## src/rtl/tx_serial_7n1_pkg.sv

```systemverilog
// Shared definitions for the 7N1 serial transmitter: FSM state codes and frame constants.
package tx_serial_7n1_pkg;

    typedef enum logic [1:0] {
        REPOUSO     = 2'd0,
        PREPARACAO  = 2'd1,
        TRANSMISSAO = 2'd2,
        FINAL       = 2'd3
    } estado_t;

    localparam int   DATA_BITS = 7;
    localparam logic START_BIT = 1'b0;
    localparam logic STOP_BIT  = 1'b1;

    // A one-cycle bit period still needs a 1-bit tick counter.
    function automatic int tick_width(input int clks_per_bit);
        return (clks_per_bit > 1) ? $clog2(clks_per_bit) : 1;
    endfunction

endpackage

```

## src/rtl/tx_serial_7n1_fd.sv

```systemverilog
// Datapath for tx_serial_7n1: character latch, frame shifter, baud tick counter and bit counter.
module tx_serial_7n1_fd
    import tx_serial_7n1_pkg::*;
#(
    parameter int CLKS_PER_BIT = 5208,
    parameter int STOP_BITS    = 1
) (
    input  logic                 clock,
    input  logic                 reset,
    input  logic                 captura,
    input  logic                 carrega,
    input  logic                 conta,
    input  logic [DATA_BITS-1:0] dados_ascii,
    output logic                 saida,
    output logic                 fim_bit,
    output logic                 ultimo_bit
);

    localparam int N  = DATA_BITS + 1 + STOP_BITS;
    localparam int TW = tick_width(CLKS_PER_BIT);
    localparam logic [TW-1:0] TICK_LAST = TW'(CLKS_PER_BIT - 1);
    localparam logic [3:0]    BITS_LAST = 4'(N - 1);

    logic [DATA_BITS-1:0] dados_q, dados_d;
    logic [N-1:0]         desloc_q, desloc_d;
    logic [TW-1:0]        tick_q, tick_d;
    logic [3:0]           bits_q, bits_d;

    always_ff @(posedge clock or negedge reset) begin
        if (!reset) begin
            dados_q  <= '0;
            desloc_q <= '1;
            tick_q   <= '0;
            bits_q   <= '0;
        end else begin
            dados_q  <= dados_d;
            desloc_q <= desloc_d;
            tick_q   <= tick_d;
            bits_q   <= bits_d;
        end
    end

    assign fim_bit    = conta && (tick_q == TICK_LAST);
    assign ultimo_bit = (bits_q == BITS_LAST);
    assign saida      = desloc_q[0];

    always_comb begin
        dados_d  = dados_q;
        desloc_d = desloc_q;
        tick_d   = tick_q;
        bits_d   = bits_q;
        if (captura) begin
            dados_d = dados_ascii;
        end
        if (carrega) begin
            desloc_d = {{STOP_BITS{STOP_BIT}}, dados_q, START_BIT};
            tick_d   = '0;
            bits_d   = '0;
        end else if (conta) begin
            if (fim_bit) begin
                desloc_d = {STOP_BIT, desloc_q[N-1:1]};
                tick_d   = '0;
                bits_d   = bits_q + 4'd1;
            end else begin
                tick_d   = tick_q + TW'(1);
            end
        end
    end

endmodule

```

## src/rtl/tx_serial_7n1.sv

```systemverilog
// 7N1 asynchronous serial transmitter: control FSM plus datapath instance.
// Optional debug ports db_estado/db_tick exist only when TX_SERIAL_DEBUG_EN is defined.
//
//   state       | meaning
//   REPOUSO     | idle, line high, waiting for partida (character latched on accept)
//   PREPARACAO  | one cycle, frame loaded into shifter, counters cleared
//   TRANSMISSAO | shifter[0] on the line, one bit per CLKS_PER_BIT cycles
//   FINAL       | one cycle, pronto pulse
module tx_serial_7n1
    import tx_serial_7n1_pkg::*;
#(
    parameter int CLKS_PER_BIT = 5208,
    parameter int STOP_BITS    = 1
) (
    input  logic       clock,
    input  logic       reset,
    input  logic       partida,
    input  logic [6:0] dados_ascii,
    output logic       saida_serial,
    output logic       ocupado,
`ifdef TX_SERIAL_DEBUG_EN
    output logic [3:0] db_estado,
    output logic       db_tick,
`endif
    output logic       pronto
);

    estado_t estado_q, estado_d;

    logic captura, carrega, conta;
    logic saida_fd, fim_bit, ultimo_bit, fim_quadro;

    tx_serial_7n1_fd #(
        .CLKS_PER_BIT (CLKS_PER_BIT),
        .STOP_BITS    (STOP_BITS)
    ) u_fd (
        .clock       (clock),
        .reset       (reset),
        .captura     (captura),
        .carrega     (carrega),
        .conta       (conta),
        .dados_ascii (dados_ascii),
        .saida       (saida_fd),
        .fim_bit     (fim_bit),
        .ultimo_bit  (ultimo_bit)
    );

    assign fim_quadro = fim_bit && ultimo_bit;

    always_ff @(posedge clock or negedge reset) begin
        if (!reset) begin
            estado_q <= REPOUSO;
        end else begin
            estado_q <= estado_d;
        end
    end

    always_comb begin
        estado_d = estado_q;
        unique case (estado_q)
            REPOUSO:     if (partida) estado_d = PREPARACAO;
            PREPARACAO:  estado_d = TRANSMISSAO;
            TRANSMISSAO: if (fim_quadro) estado_d = FINAL;
            FINAL:       estado_d = REPOUSO;
            default:     estado_d = REPOUSO;
        endcase
    end

    // Line is forced high outside TRANSMISSAO so an async reset idles it at once.
    always_comb begin
        captura      = (estado_q == REPOUSO) && partida;
        carrega      = (estado_q == PREPARACAO);
        conta        = (estado_q == TRANSMISSAO);
        ocupado      = (estado_q != REPOUSO);
        pronto       = (estado_q == FINAL);
        saida_serial = (estado_q == TRANSMISSAO) ? saida_fd : STOP_BIT;
    end

`ifdef TX_SERIAL_DEBUG_EN
    assign db_estado = {2'b00, estado_q};
    assign db_tick   = fim_bit;
`endif

endmodule
```

## config.mk

```make
export PLATFORM = sky130hd
export DESIGN_NAME = tx_serial_7n1
export DESIGN_NICKNAME = d
export VERILOG_FILES = /design/src/rtl/tx_serial_7n1_pkg.sv /design/src/rtl/tx_serial_7n1_fd.sv /design/src/rtl/tx_serial_7n1.sv
export SDC_FILE = /design/constraint.sdc
export NUM_CORES = 1
export LEC_CHECK = 0
export BUFFER_PORTS_ARGS = -buffer_cell sky130_fd_sc_hd__buf_2
export CAP_MARGIN = 20
export CORE_ASPECT_RATIO = 1.5
export CORE_MARGIN = 2
export CORE_UTILIZATION = 35
export CTS_BUF_LIST = sky130_fd_sc_hd__clkbuf_4
export CTS_CLUSTER_DIAMETER = 150
export DETAILED_ROUTE_END_ITERATION = 12
export PLACE_DENSITY = 0.55
export SETUP_SLACK_MARGIN = 0.1
export SYNTH_ARGS = -nofsm -noshare
export SYNTH_HDL_FRONTEND = slang
export SYNTH_SLANG_ARGS = --single-unit
```

## constraint.sdc

```tcl
create_clock -name clock -period 3 [get_ports clock]
set_input_delay 0.15 -clock clock [delete_from_list [all_inputs] [get_ports clock]]
set_output_delay 0.15 -clock clock [all_outputs]
set_load 0.005 [all_outputs]
```

# After elaboration in Yosys (flattened, before gate mapping)
# Cells that the tools add are included.
# Widths: inputs -> output; s select.
[classes]
addsub = 2
eq_ne = 7
muxes = 13
n_reduce_logical = 9
[op_table]
columns = ["cell", "count"]
rows = [
  ["$mux 13", 3],
  ["$mux 9", 3],
  ["$add 13x1->13 const B", 1],
  ["$eq 13x13->1 const B", 1],
  ["$mux 4", 3],
  ["$pmux 2 s4", 1],
  ["$reduce_bool 2->1", 3],
  ["$add 4x1->4 const B", 1],
  ["$eq 2x2->1 const B", 2],
  ["$eq 4x4->1 const B", 1],
  ["$mux 2", 2],
  ["$ne 2x2->1 const B", 2],
  ["$reduce_and 2->1", 2],
  ["$logic_and 1x1->1", 3],
  ["$eq 2x1->1 const B", 1],
  ["$logic_not 2->1", 1],
  ["$mux 1", 1],
]
[totals]
register_bits = 35
in_bits = 10
out_inout_bits = 3
wordCells = 36

# Depth between registers and ports, before layout
[logic_depth]
word_depth = 5
ltp_mapped = 8
depth_no_buf = 6

# Modules after synthesis
# Synthesis repeated with hierarchy kept, for this count alone.
[unflattened]
hier_cells = 154
hier_area_um2 = 1780.5
[by_module_without_submodules]
columns = ["module", "n_inst", "cells_per_inst", "area_each_um2", "seq_area_each_um2"]
rows = [
  ["tx_serial_7n1_fd", 1, 136, 1582.8, 810.8],
  ["tx_serial_7n1", 1, 18, 197.7, 50.0],
]

# Worst setup path before layout
# No wires, ideal clock.
[synth_timing]
path_kind = "register -> register"
from = "register estado_q[0]"
to = "register u_fd.desloc_q[1]"
setup_ps = 82
t_arrival_ps = 2031
t_required_ps = 2918
slack_ps = 886
stages_incl_launch_ff = 8
path_buffers = 1
period_less_slack_ps = 2114
cell_sequence = "dfrtp_1 inv_1 ha_1 or4bb_1 nor4_4 o21a_1 buf_6 mux2_2"
[synth_between]
elab_chain_len = 4
elab_cells_between_ends = 7
classes_between = "2 x eq/ne; 1 x mux; 4 x reduce/logical"
[synth_lines]
columns = ["item", "line_no", "rtl"]
rows = [
  ["start: declaration", "tx_serial_7n1.sv:28", "estado_t estado_q, estado_d;"],
  ["start signal: assignment", "tx_serial_7n1.sv:54", "estado_q <= estado_d;"],
  ["$eq 2x2->1", "tx_serial_7n1.sv:73", "conta = (estado_q == TRANSMISSAO);"],
  ["$logic_and 1x1->1", "tx_serial_7n1_fd.sv:43", "assign fim_bit = conta && (tick_q == TICK_LAST);"],
  ["$reduce_bool 2->1 (no source line)", "n/a", ""],
  ["$reduce_and 2->1 (no source line)", "n/a", ""],
  ["end signal: assignment", "tx_serial_7n1_fd.sv:37", "desloc_q <= desloc_d;"],
  ["end: declaration", "tx_serial_7n1_fd.sv:25", "logic [N-1:0] desloc_q, desloc_d;"],
]
# Parallel ways exist; a longest one is shown, timed or not.
# A chain may end at the register's enable or synchronous reset.

# Worst setup path in the final report
[layout_timing]
from = "register estado_q[0]"
to = "register u_fd.desloc_q[2]"
# Same word-level chain as after synthesis.

==> impl_metrics.yaml <==
clock_tree:
  cts-buffers-inserted: 5
  cts_setup_buffers: 0
  cts_resized: 0
  hold_buffers: 1
  cts_tree: "done"
  clkSinkCount: 34
  cts_root_buffer: "clkbuf_4"
  clock_latency_ps: 350
  clockBufferDepth: 2
  h-tree-depth: 2
  clkTransAtPathRegs_ps: 110
synthesis:
  yosys.area_share.simple: 0.1768
  synth_warnings: 0
  synthMuxAreaShare: 0.1258
  synth_top_area_frac: 0.3634
  synth_xor_area_frac: 0.04403
  synth_edf_count: 0
  synth_flop_cell: "dfrtp_1"
  synth_seq_area_share: 0.4808
  yosysMostFrequentCell: "dfrtp_1"
  synthAdderAreaFrac: 0.05590
  syn_avg_cell_area_um2: 11.05
  synthCells: 162
  ys_types: 35
  async_reset_ff_frac: 1.000
  synth_compound_area_frac: 0.07268
  netlist_area_um2: 1790
  ys_ff_latch: 34
  yosys-top-cells-area: "dfrtp_1 36%, mux2_2 13%, dfstp_2 12%"
  synthesis.nets: 180
  synth_top_family_by_area: "simple AND/OR/NAND/NOR gates"
  synth_area_leader_cell: "dfrtp_1"
  ys_top_cells_by_count: "26 x dfrtp_1, 20 x mux2_2, 15 x nor2_1"
routing:
  drt-pass1-iter-count: 4
  ant_nets: 0
  drc_errors: 0
  wl_per_cell_um: 14.50
  finalWirelength_um: 3567
  routed_via_density: 5.187
  vias: 1276
  drt_iter0_markers: 27
place:
  hpwl_um: 2596
  dp_cells: 237
  dpl_worst_slack_ps: 620.3
  gp_congestion: 0.7435
  dpl_cell_area_um2: 1914
  place.port_buffers: 12
sta:
  clock_skew_ps: 18.38
  final_hold_viol_count: 0
  fin_ws_ps: 662.2
  fin_setup_tns_ps: 0
  maxSlewViolCount: 0
  slew-limit-headroom: 0.4822
  setup_violations: 0
  post-route-period-util: 0.7793
  period_minus_slack_ps: 2338
  fmax_mhz: 427.8
  tightest_slew_ps: 776.7
  rsz0062_at_grt: "false"
grt:
  grt_pass1_vias: 1368
  grt_usage: 0.1409
  grt_pass1_wl_um: 6230
  grt_antenna_before_repair: 0
  grt_max_degree: 35
  overflow: 0
power:
  vdd_drop_max_uv: 257.3
  power_leakage_nw: 0.9284
  p_per_area_nw_per_um2: 373.7
  p_total_uw: 741.1
critical_path:
  cp_num_buf_inv: 1
  reg2regPathDepth: 6
  path_cells: "inv_1 -> ha_1 -> or4bb_1 -> nor4_4 -> o21a_1 -> mux2_2"
  critPathArrivalTime_ps: 2610
  crit_path_max_incr_delay_ps: 460
  critPathKind: "reg -> reg"
  end_kind: "flip-flop"
  rr_endpoint: "u_fd.desloc_q[2]"
  cp_top_family: "simple AND/OR/NAND/NOR gates"
  critPathMaxFanout: 9
  crit_slowest_cell: "or4bb_1"
  r2r_setup_slack_ps: 660
  startpoint_type: "flip-flop"
  required_ps: 3280
  rr_startpoint: "estado_q[0]"
floorplanning:
  dieArea_um2: 5716
  rows: 31
  ios: 13
  start_util: 0.3664
  die_h_um: 91.60
  dieWidth_um: 62.40
  core_um2: 4887
finish:
  final_nets: 197
  area_growth_pct: 10.76
  n_antenna_cell: 0
  stdcell_count: 246
  fillers: 520
  fin_area_um2: 1983
  drive_above_1_share: 0.3056
run:
  maxCapViolations: 0
worst_hold_path:
  holdCritPathClass: "in -> reg"
  worstHoldEndpoint: "u_fd.dados_q[6]"
  min_path_cells: 2
  min-delay-start: "dados_ascii[6]"
outcome:
  status: "finished clean"
## how the worst max path moves through the flow
stage                      startpoint               end  depth (start not counted)
after floorplan           estado_q[0]  u_fd.desloc_q[1]                          7
after global placement    estado_q[0]  u_fd.desloc_q[4]                          6
after detailed placement  estado_q[0]    u_fd.bits_q[1]                          7
after CTS                 estado_q[0]  u_fd.desloc_q[1]                          6
after global routing      estado_q[0]    u_fd.bits_q[0]                          7
final                     estado_q[0]  u_fd.desloc_q[2]                          6
## cell families (layout without fill, tap and decap cells)
kind of cell,count (synthesis),after routing
xor gates and xnor gates,9,9
AOI/OAI and AO/OA,19,19
and+or+nand+nor,56,56
buffers and inverters,16,34
muxes,20,20
DFF,34,34
adders and majority gates,8,8
## flip-flops by register name (all words and copies together), names as in the netlist
name and flops:
estado_q 2, u_fd.bits_q 4, u_fd.dados_q 7, u_fd.desloc_q 8, u_fd.tick_q 13
## cells in the final DEF (no fill, tap or decap), types with 3 or more instances in the layout
| cell | count |
|---|---|
| dfrtp_1 | 26 |
| mux2_2 | 20 |
| nor2_1 | 15 |
| buf_2 | 12 |
| nand2_1 | 11 |
| inv_1 | 10 |
| nand4_1 | 9 |
| ha_1 | 8 |
| dfstp_2 | 8 |
| clkbuf_4 | 6 |
| o21ai_0 | 5 |
| xor2_1 | 5 |
| xnor2_1 | 4 |
| and3_1 | 3 |
| nand3_1 | 3 |
| o22ai_1 | 3 |
| nand2b_1 | 3 |
| buf_4 | 3 |
## worst reg2reg max path: stages (launching register included)
cell and delay [ps]:
dfrtp_1 430, inv_1 140, ha_1 260, or4bb_1 460, nor4_4 240, o21a_1 370
mux2_2 380
## per-stage QoR
stage          hold WS (ps)  utilization
2_1_floorplan        -145.6            -
3_3_place_gp          253.6       0.3917
3_5_place_dp          274.1       0.3917
4_1_cts               10.42       0.4058
5_1_grt               15.70       0.4058
6_report              24.88       0.4058
## where the power goes
group	internal, mW	total, mW	switching, mW	leakage [nW]
Clock	0.101	0.267	0.166	0.0356
Combinational	0.00516	0.0156	0.0105	0.467
Sequential	0.459	0.459	0	0.426
Total	0.565	0.741	0.176	0.928
## layout make-up
type | instances | area [um2] | area share
multi-input cells | 112 | 850.8 | 0.4290
clock inverters | 2 | 13.76 | 0.006940
inverters | 10 | 37.54 | 0.01893
clock buffers | 6 | 45.04 | 0.02271
repair buffers | 16 | 92.59 | 0.04669
well taps | 66 | 82.58 | 0.04164
flip-flops and latches | 34 | 860.8 | 0.4341
## metal layers
metal / vias up / GRT usage / share of wire
met2: 29 / 0.2572 / 0.54
met1: 633 / 0.1493 / 0.40
met4: 0 / 0.07222 / 0.021
met5: - / 0 / 0
li1: 608 / - / -
met3: 6 / 0.03098 / 0.036
No activity file was read; power rests on OpenSTA's default activity.
